## src/rtl/draw_pkg.sv

```systemverilog
// Shared definitions for the frame draw sequencer: command codes, FSM states,
// sprite-kind codes and the empty-slot skip helper.
package draw_pkg;

  // Commands understood by the pixel Processor
  localparam logic [4:0] CMD_NOTE1  = 5'b00010;
  localparam logic [4:0] CMD_DIGIT1 = 5'b10001;
  localparam logic [4:0] CMD_DIGIT2 = 5'b10010;
  localparam logic [4:0] CMD_CLEAR  = 5'b10100;
  localparam logic [4:0] CMD_COMMIT = 5'b10101;
  localparam logic [4:0] CMD_NOP    = 5'b10110;
  localparam logic [4:0] CMD_COMBO1 = 5'b10111;

  // Sprite kinds, same coding as the Processor colour inputs
  localparam logic [2:0] KIND_NOTE   = 3'b000;
  localparam logic [2:0] KIND_RED_S  = 3'b001;
  localparam logic [2:0] KIND_BLUE_S = 3'b010;
  localparam logic [2:0] KIND_RED_B  = 3'b011;

  typedef enum logic [2:0] {
    ST_IDLE,
    ST_CLEAR,
    ST_NOTE,
    ST_DIGIT,
    ST_COMBO,
    ST_COMMIT
  } state_t;

  // First occupied slot numbered from 'from' upward; 16 means none left
  function automatic logic [4:0] first_valid_slot(input logic [4:0] from,
                                                  input logic [14:0] valid);
    logic [4:0] r;
    r = 5'd16;
    for (int i = 15; i >= 1; i--) begin
      if (5'(i) >= from && valid[i-1]) r = 5'(i);
    end
    return r;
  endfunction

endpackage

```

## src/rtl/dwell_counter.sv

```systemverilog
// Per-command dwell counter: counts 0..len-1 and flags the last cycle.
module dwell_counter (
  input  logic        clk,
  input  logic        reset,
  input  logic        load,
  input  logic [11:0] len,
  input  logic        en,
  output logic        tc
);

  logic [11:0] count;
  logic [11:0] limit;

  // Load restarts the count for a new phase; otherwise step while enabled
  always_ff @(posedge clk) begin
    if (!reset) begin
      count <= 12'd0;
      limit <= 12'd1;
    end else if (load) begin
      count <= 12'd0;
      limit <= len;
    end else if (en) begin
      count <= tc ? 12'd0 : count + 12'd1;
    end
  end

  assign tc = (count == limit - 12'd1);

endmodule

```

## src/rtl/draw_sequencer.sv

```systemverilog
// Frame-level draw scheduler: steps the Processor command through clear,
// 15 note slots, 2 score digits, 3 combo bars and a one-cycle commit.
// Build option DRAW_SKIP_EMPTY_EN: unoccupied note slots take zero cycles.
module draw_sequencer
  import draw_pkg::*;
#(
  parameter int unsigned CLEAR_PIX = 2268,
  parameter int unsigned NOTE_PIX  = 16,
  parameter int unsigned SMALL_PIX = 81,
  parameter int unsigned BIG_PIX   = 169,
  parameter int unsigned DIGIT_PIX = 35,
  parameter int unsigned COMBO_PIX = 16
) (
  input  logic        CLK,
  input  logic        reset,
  input  logic        enable,
  input  logic        start,
  input  logic [29:0] slot_kind,
  input  logic [14:0] slot_valid,
  output logic [4:0]  command,
  output logic        busy,
  output logic        frame_done,
  output logic        overrun
);

  state_t      state;
  logic [3:0]  idx;
  logic [4:0]  cmd_q;
  state_t      nstate;
  logic [3:0]  nidx;
  logic [4:0]  ncmd;
  logic [11:0] nlen;
  logic [4:0]  from_slot;
  logic [4:0]  target;
  logic [2:0]  kind;
  logic        tc;
  logic        accept;
  logic        advance;
  logic        cnt_load;
  logic [11:0] cnt_len;

  function automatic logic [11:0] kind_dwell(input logic [2:0] k);
    if (k == KIND_NOTE) return 12'(NOTE_PIX);
    if (k == KIND_RED_S || k == KIND_BLUE_S) return 12'(SMALL_PIX);
    return 12'(BIG_PIX);
  endfunction

`ifndef DRAW_SKIP_EMPTY_EN
  logic unused_valid;
  assign unused_valid = ^slot_valid;
`endif

  // Next note slot to visit, optionally jumping over empty ones
  always_comb begin
    from_slot = (state == ST_NOTE) ? {1'b0, idx} + 5'd1 : 5'd1;
`ifdef DRAW_SKIP_EMPTY_EN
    target = first_valid_slot(from_slot, slot_valid);
`else
    target = from_slot;
`endif
  end

  // Sprite kind of the slot about to be entered, sampled at the entry decision
  always_comb begin
    kind = KIND_NOTE;
    for (int i = 0; i < 10; i++) begin
      if (target == 5'(i + 1)) kind = slot_kind[3*i +: 3];
    end
  end

  // Phase that follows the current one, with its command and dwell length
  always_comb begin
    nstate = ST_IDLE;
    nidx   = 4'd0;
    ncmd   = CMD_NOP;
    nlen   = 12'd1;
    case (state)
      ST_CLEAR, ST_NOTE: begin
        if (target <= 5'd15) begin
          nstate = ST_NOTE;
          nidx   = target[3:0];
          ncmd   = target + 5'd1;
          nlen   = (target <= 5'd10) ? kind_dwell(kind) : 12'(NOTE_PIX);
        end else begin
          nstate = ST_DIGIT;
          nidx   = 4'd1;
          ncmd   = CMD_DIGIT1;
          nlen   = 12'(DIGIT_PIX);
        end
      end
      ST_DIGIT: begin
        if (idx == 4'd1) begin
          nstate = ST_DIGIT;
          nidx   = 4'd2;
          ncmd   = CMD_DIGIT2;
          nlen   = 12'(DIGIT_PIX);
        end else begin
          nstate = ST_COMBO;
          nidx   = 4'd1;
          ncmd   = CMD_COMBO1;
          nlen   = 12'(COMBO_PIX);
        end
      end
      ST_COMBO: begin
        if (idx < 4'd3) begin
          nstate = ST_COMBO;
          nidx   = idx + 4'd1;
          ncmd   = CMD_COMBO1 + {1'b0, idx};
          nlen   = 12'(COMBO_PIX);
        end else begin
          nstate = ST_COMMIT;
          nidx   = 4'd0;
          ncmd   = CMD_COMMIT;
          nlen   = 12'd1;
        end
      end
      default: begin
        nstate = ST_IDLE;
      end
    endcase
  end

  assign accept   = (state == ST_IDLE) && start && enable;
  assign advance  = (state != ST_IDLE) && enable && tc;
  assign cnt_load = accept || advance;
  assign cnt_len  = accept ? 12'(CLEAR_PIX) : nlen;

  dwell_counter u_dwell (
    .clk   (CLK),
    .reset (reset),
    .load  (cnt_load),
    .len   (cnt_len),
    .en    (busy && enable),
    .tc    (tc)
  );

  // Sequencing FSM with registered command, busy, done and overrun flags
  always_ff @(posedge CLK) begin
    if (!reset) begin
      state      <= ST_IDLE;
      idx        <= 4'd0;
      cmd_q      <= CMD_NOP;
      busy       <= 1'b0;
      frame_done <= 1'b0;
      overrun    <= 1'b0;
    end else begin
      frame_done <= 1'b0;
      if (state == ST_IDLE) begin
        if (accept) begin
          state   <= ST_CLEAR;
          idx     <= 4'd0;
          cmd_q   <= CMD_CLEAR;
          busy    <= 1'b1;
          overrun <= 1'b0;
        end
      end else begin
        if (start) overrun <= 1'b1;
        if (advance) begin
          state <= nstate;
          idx   <= nidx;
          cmd_q <= ncmd;
          if (nstate == ST_IDLE) begin
            busy       <= 1'b0;
            frame_done <= 1'b1;
          end
        end
      end
    end
  end

  // A paused frame shows no-op while the counter and state stay frozen
  assign command = (busy && !enable) ? CMD_NOP : cmd_q;

endmodule

```

## config.mk

```make
export PLATFORM = sky130hd
export DESIGN_NAME = draw_sequencer
export DESIGN_NICKNAME = d
export VERILOG_FILES = /design/src/rtl/draw_pkg.sv /design/src/rtl/dwell_counter.sv /design/src/rtl/draw_sequencer.sv
export SDC_FILE = /design/constraint.sdc
export NUM_CORES = 1
export LEC_CHECK = 0
export CORE_MARGIN = 2
export CORE_UTILIZATION = 30
export DETAILED_ROUTE_END_ITERATION = 8
export SYNTH_ARGS = -nofsm -noshare
export SYNTH_HDL_FRONTEND = slang
export SYNTH_SLANG_ARGS = --single-unit
```

## constraint.sdc

```tcl
create_clock -name CLK -period 2.7 [get_ports CLK]
set_input_delay 0.27 -clock CLK [delete_from_list [all_inputs] [get_ports CLK]]
set_output_delay 0.27 -clock CLK [all_outputs]
set_load 0.005 [all_outputs]
```

==> key figures <==
Floorplanning
  – Initial Util: 30.8%
  – Cell Rows: 35
  – Core area: 9200 um2
  – Horiz. Die Dim: 101 um
  – DIE AREA: 10200 um2
  – Num ports: 57
  – Die H: 101 um

Cells and area
  – Inserted Diodes: 0
  – Fin area: 3610 um2
  – Layout cells sized above 1: 11.1%
  – Fill count: 973
  – Multi-input logic area: 2030 um2
  – Post-layout nets: 488
  – Most frequent cells in the layout: 42 x nand2_1, 41 x clkdlybuf4s50_1, 34 x dfxtp_1, 32 x nor2_1, 26 x buf_4
  – Commonest non-fill, non-tap cell in the layout: nand2_1
  – Final core occ: 39.2%
  – FF/Latch Area: 681 um2
  – Area Growth Syn to Fin: 27.5%

Placed design
  – Dpl hpwl: 6.36 mm
  – Port Buf Inserts: 41
  – DP Area: 3490 um2
  – Placer's final routability congestion estimate: 0.903

Clock network
  – Clock Root Buffer: clkbuf_8
  – CTS tree: done
  – Clock latency on the worst-skew pair: 290 ps
  – H-tree depth: 2
  – Post-CTS setup buffer count: 0
  – Total CTS buffers: 5
  – CTS Sinks: 34
  – CTS Hold Bufs: 0
  – Clk buf depth: 2
  – Clk slew on worst S/H paths: 80 ps

Setup path
  – CP startpoint: idx[1]
  – Critical path peak fanout: 8
  – RR Startpoint: idx[1]
  – CP endpoint kind: flip-flop
  – WP data required: 2880 ps
  – WS Path Type: reg2reg
  – Data arrival, critical path: 2720 ps
  – Startpoint types: flip-flop

Drt
  – Routed WL per cell: 14.9 um
  – DR DRC count: 0
  – Via count: 2959
  – Antenna-violating nets left: 0
  – Via-to-Cell Ratio: 5.46
  – WL final: 8.08 mm
  – TritonRoute pass-1 iters: 4
  – DR iter-0 viols: 145

STA
  – Final Cycle Share: 94.0%
  – Slew HR: 62.3%
  – Worst-Margin Slew: 560 ps
  – Max Transition Viols Final: 0
  – Clock skew: 4.92 ps
  – Minimum clock period: 2540 ps
  – Setup violators final: 0
  – RSZ-0062 raised after global routing: yes
  – Endpoints failing hold: 0
  – Fmax: 394 MHz

Synth
  – Avg Inst Size Synth: 7.51 um2
  – Post-synth top area share: 24.0%
  – Syn Nets: 435
  – Synth top area cells: dfxtp_1 24%, nand2_1 5.6%, nor2_1 4.2%
  – Synth cell types: 66
  – Asr flop ratio synth: 0%
  – Sequential area share after synthesis: 24.0%
  – Warnings, synthesis: 0
  – Top_reg_cell synth: dfxtp_1
  – Post-synth EDFFs: 0
  – Cells after Synth: 377
  – Flops & latches, synth: 34
  – Mapped cell area: 2830 um2
  – Cell taking the most area after synthesis: dfxtp_1

Pwr
  – LEAKAGE: 1.36 nW
  – Worst IR Drop VDD: 0.143 mV
  – Cell Pwr Density: 328 nW/um2

Global routing
  – Initial antenna violation count: 0
  – GRT overflow: 0
  – Largest net degree at the start of global routing: 19
  – Tot GR Track Use: 16.2%
  – First-pass GRT wire length: 13.5 mm
  – Vias in the first global route: 2843

Hold path
  – Hold path startpoint: cmd_q[3]
  – Worst Hold Class: reg2reg

Run status
  – Outcome: complete, no violations

Run
  – MaxCap Viol Count: 0
==> cells in the mapped netlist (4+ instances only) <==
master	number
nor2_1	32
and3_1	6
a22o_1	6
xnor2_1	12
nor2b_1	9
dfxtp_1	34
nand4_1	8
xor2_1	13
nand2b_1	10
and2_1	6
a21oi_1	21
nand2_1	42
nand3_1	15
buf_2	8
ha_1	9
o31ai_1	4
clkbuf_1	11
o22ai_1	6
o211ai_1	5
o221ai_1	4
inv_1	14
o21ai_0	15
a31oi_1	4
a211oi_1	5
nor3_1	13
o21a_1	6
==> report_power, final <==
group | internal [mW] | switching, mW | total, mW | leakage [nW]
clock | 0.206 | 0.198 | 0.404 | 0.0482
sequential | 0.514 | 0.0166 | 0.530 | 0.276
combinational | 0.124 | 0.126 | 0.250 | 1.03
total | 0.844 | 0.340 | 1.18 | 1.36
==> stage by stage <==
step | instances | hold WS [ps] | total power, mW | setup TNS [ps] | setup WS, ps
after detailed placement | 534 | 448 | 0.789 | 0 | 30.0
after global placement | 534 | 441 | 0.785 | 0 | 63.7
after floorplan | 377 | 346 | 0.686 | 0 | 1.77
after global routing | 542 | 491 | 1.24 | -8.18 | -8.18
final | 542 | 467 | 1.18 | 0 | 162
after CTS | 542 | 468 | 1.20 | 0 | 6.53
==> routing by layer <==
metal,track usage [%],vias to the layer above,share of wire [%]
met5,0,-,0
met4,5.72,0,1.4
met3,3.11,11,5.3
met2,25.6,78,45
met1,22.1,1371,48
li1,-,1499,-
==> cell type report <==
type,count,area share (%)
Clock inverter,1,0.139
Tap cell,111,3.85
Inverter,15,1.63
Multi-Input combinational cell,307,56.3
Clock buffer,7,2.39
Sequential cell,34,18.9
Timing Repair Buffer,67,16.8
==> kinds of logic after synthesis <==
| kind of cell | Yosys count | share of synthesized area, % |
|---|---|---|
| muxes | 1 | 0.354 |
| xor gates and xnor gates | 25 | 7.74 |
| buffers and inverters | 36 | 5.44 |
| AOI/OAI and AO/OA | 111 | 28.2 |
| adders and majority gates | 9 | 3.98 |
| and+or+nand+nor | 161 | 30.3 |
| DFF | 34 | 24.0 |
==> state kept, by name (all words and copies together), names as in the netlist <==
name           count
u_dwell.count     12
overrun            1
idx                4
u_dwell.limit      7
frame_done         1
state              3
cmd_q              5
busy               1
==> worst paths after layout <==
kind                           end  slack, ps  cells past startpoint
setup / recovery  u_dwell.limit[0]        160                     11
hold / removal            cmd_q[3]        470                      1
setup reg to reg  u_dwell.limit[0]        160                     11
hold reg to reg           cmd_q[3]        470                      1
==> critical path: stages (launching register included) <==
cell,delay [ps]
dfxtp_1,330
inv_1,80
ha_4,270
nand2_1,80
buf_4,150
ha_1,200
buf_4,170
or3_1,300
a22oi_1,240
o2bb2a_4,180
a41oi_1,130
o31a_1,310
==> what timing repair did <==
action	in CTS	in global routing
endpoints found under the hold margin	0	0
endpoints found under the setup margin	0	6
gates resized for setup	0	6
Power figures use the tool's default switching activity.
==> edit (same flow settings) <==
Reset style: asynchronous (`reset`), changed in 2 clocked blocks.
--- a/src/rtl/dwell_counter.sv
+++ b/src/rtl/dwell_counter.sv
@@ -13,5 +13,5 @@
 
   // Load restarts the count for a new phase; otherwise step while enabled
-  always_ff @(posedge clk) begin
+  always_ff @(posedge clk or negedge reset) begin
     if (!reset) begin
       count <= 12'd0;
--- a/src/rtl/draw_sequencer.sv
+++ b/src/rtl/draw_sequencer.sv
@@ -136,5 +136,5 @@
 
   // Sequencing FSM with registered command, busy, done and overrun flags
-  always_ff @(posedge CLK) begin
+  always_ff @(posedge CLK or negedge reset) begin
     if (!reset) begin
       state      <= ST_IDLE;
Formal check against the unedited RTL: differs if reset is asserted again (counterexample within 4 cycles, from zero or initial values and one cycle with reset low); with reset held inactive, the same outputs for 10 cycles.
==> edit against the unedited design <==
Synthesized cell count shrank 8.5%. Final area grew 11%. Worst setup slack lost 0.26 ns. The flow now finishes with violations (negative setup slack). Global-route usage grew 0.36 points. Sequential cell count is the same. Worst hold slack lost 0.082 ns. Routed wire length shrank 1.2%. Synthesized area shrank 3.5%.
Power is not compared: it rests on default switching activity, and its combinational part moved more than twofold at a synthesized area within 25%.
==> edit: results <==
{
  "first_pass_iters": 4,
  "synthCells": 345,
  "setup_viol": 28,
  "crit_slowest_cell": "or4b_4",
  "ir_drop_mv": 0.164,
  "cts_root_buf": "clkbuf_8",
  "wl_met2_mm": 4.00,
  "drt_iter0_markers": 140,
  "clkPwrFrac": 0.455,
  "worstPathMaxFanout": 4,
  "synth_common_cells": "44 x nor2_1, 31 x nand2_1, 30 x dfrtp_1",
  "status": "finished with violations",
  "grt_start_max_net_pins": 35,
  "fin_setup_tns_ns": -0.958,
  "timing.final.ws_setup_ns": -0.0966,
  "postSynth.asyncResetShare": 1.00,
  "internal-power_uw": 870,
  "nets": 491,
  "clkSlewWorstSetupHoldPaths_ns": 0.08,
  "crit_arrival_ns": 2.97,
  "pre_cts_slack_ns": -0.163,
  "wl_met1_mm": 3.74,
  "antennaDiodeCount": 0,
  "routabilityCongestion": 0.900,
  "fin_cells": 542,
  "synth_area_leaders": "dfrtp_1 27%, nor2_1 6.0%, xor2_1 4.8%, nand2_1 4.3%, ha_1 4.1%",
  "totalWireLength_mm": 7.99,
  "pwr-share-seq": 0.466,
  "tightest_slew_ns": 0.660,
  "clock_path_buffers": 2,
  "grt_pass1_wl_mm": 13.2,
  "cts_resized": 25,
  "top_regs": "u_dwell.count: 12 flops, u_dwell.limit: 7 flops, cmd_q: 5 flops",
  "dp_cells": 529,
  "utilization": 0.457,
  "hold_path.class": "in -> async",
  "violations": "negative setup slack",
  "ys_seq_area_frac": 0.313,
  "placed_cell_area_mm2": 0.00367,
  "post-cts-setup-buffers": 3,
  "route.met3.wl_um": 189,
  "critPathMaxStageDelay_ns": 0.45,
  "numCtsBuffers": 5,
  "finalClockSkew_ns": 0.0126,
  "hpwl_mm": 6.02,
  "top_layer_used": "met4",
  "h-tree-depth": 2,
  "p_leak_uw": 0.00173,
  "filler_cell_count": 884,
  "synth_cell_types": 63,
  "clk_latency_ns": 0.30,
  "numPortBuffers": 41,
  "num_vias": 2822,
  "yosys_warnings": 0,
  "synth.net_count": 403,
  "track_usage": 0.166,
  "drive_gt1_frac": 0.265
}
## edit: cell types whose count changed after synthesis, moves of 5 or more
cell	delta
a22o_1	-5
o21ai_1	+10
dfxtp_1	-34
nor2b_1	-6
nand2_1	-11
dfrtp_1	+30
buf_2	-6
o21ai_0	-5
nor2_1	+12
or3_1	+5
## edit: path summary, 6_finish.rpt
kind | start | endpoint | slack, ns | cells after the start
setup / recovery | u_dwell.limit[1] | cmd_q[0] | -0.1 | 11
hold / removal | reset | u_dwell.count[5] | 0.38 | 2
setup reg to reg | u_dwell.limit[1] | cmd_q[0] | -0.1 | 11
hold reg to reg | cmd_q[3] | cmd_q[3] | 0.49 | 2
max in group asynchronous | reset | cmd_q[1] | 1.94 | 2
min in group CLK | cmd_q[3] | cmd_q[3] | 0.49 | 2
## edit: cell type report
type | instances | share of cell area
Timing Repair Buffer | 100 | 0.225
Inverter | 16 | 0.0156
Sequential cell | 34 | 0.214
Multi-Input combinational cell | 276 | 0.483
Clock buffer | 7 | 0.0215
Tap cell | 108 | 0.0337
Clock inverter | 1 | 0.00749
## edit: routing by layer
metal  vias to the layer above  track usage
met1                      1369        0.223
met5                         -            0
li1                       1412            -
met3                         7       0.0288
met2                        34        0.279
met4                         0       0.0358
## edit: critical path: cells and delay by family (launching register included)
| family | cells | cell delay (ns) |
|---|---|---|
| buf+inv | 2 | 0.35 |
| flops | 1 | 0.40 |
| compound gates | 2 | 0.33 |
| fa+ha+maj | 1 | 0.12 |
| simple gates | 6 | 1.46 |
## edit: logic make-up (layout without fill, tap and decap cells)
kind of cell,after synthesis,in the layout,share of synthesized area
compound gates,93,93,0.228
xor+xnor,25,25,0.0802
fa+ha+maj,9,9,0.0412
buf+inv,35,124,0.0504
flops,34,34,0.313
mux,2,2,0.00733
simple gates,147,147,0.279
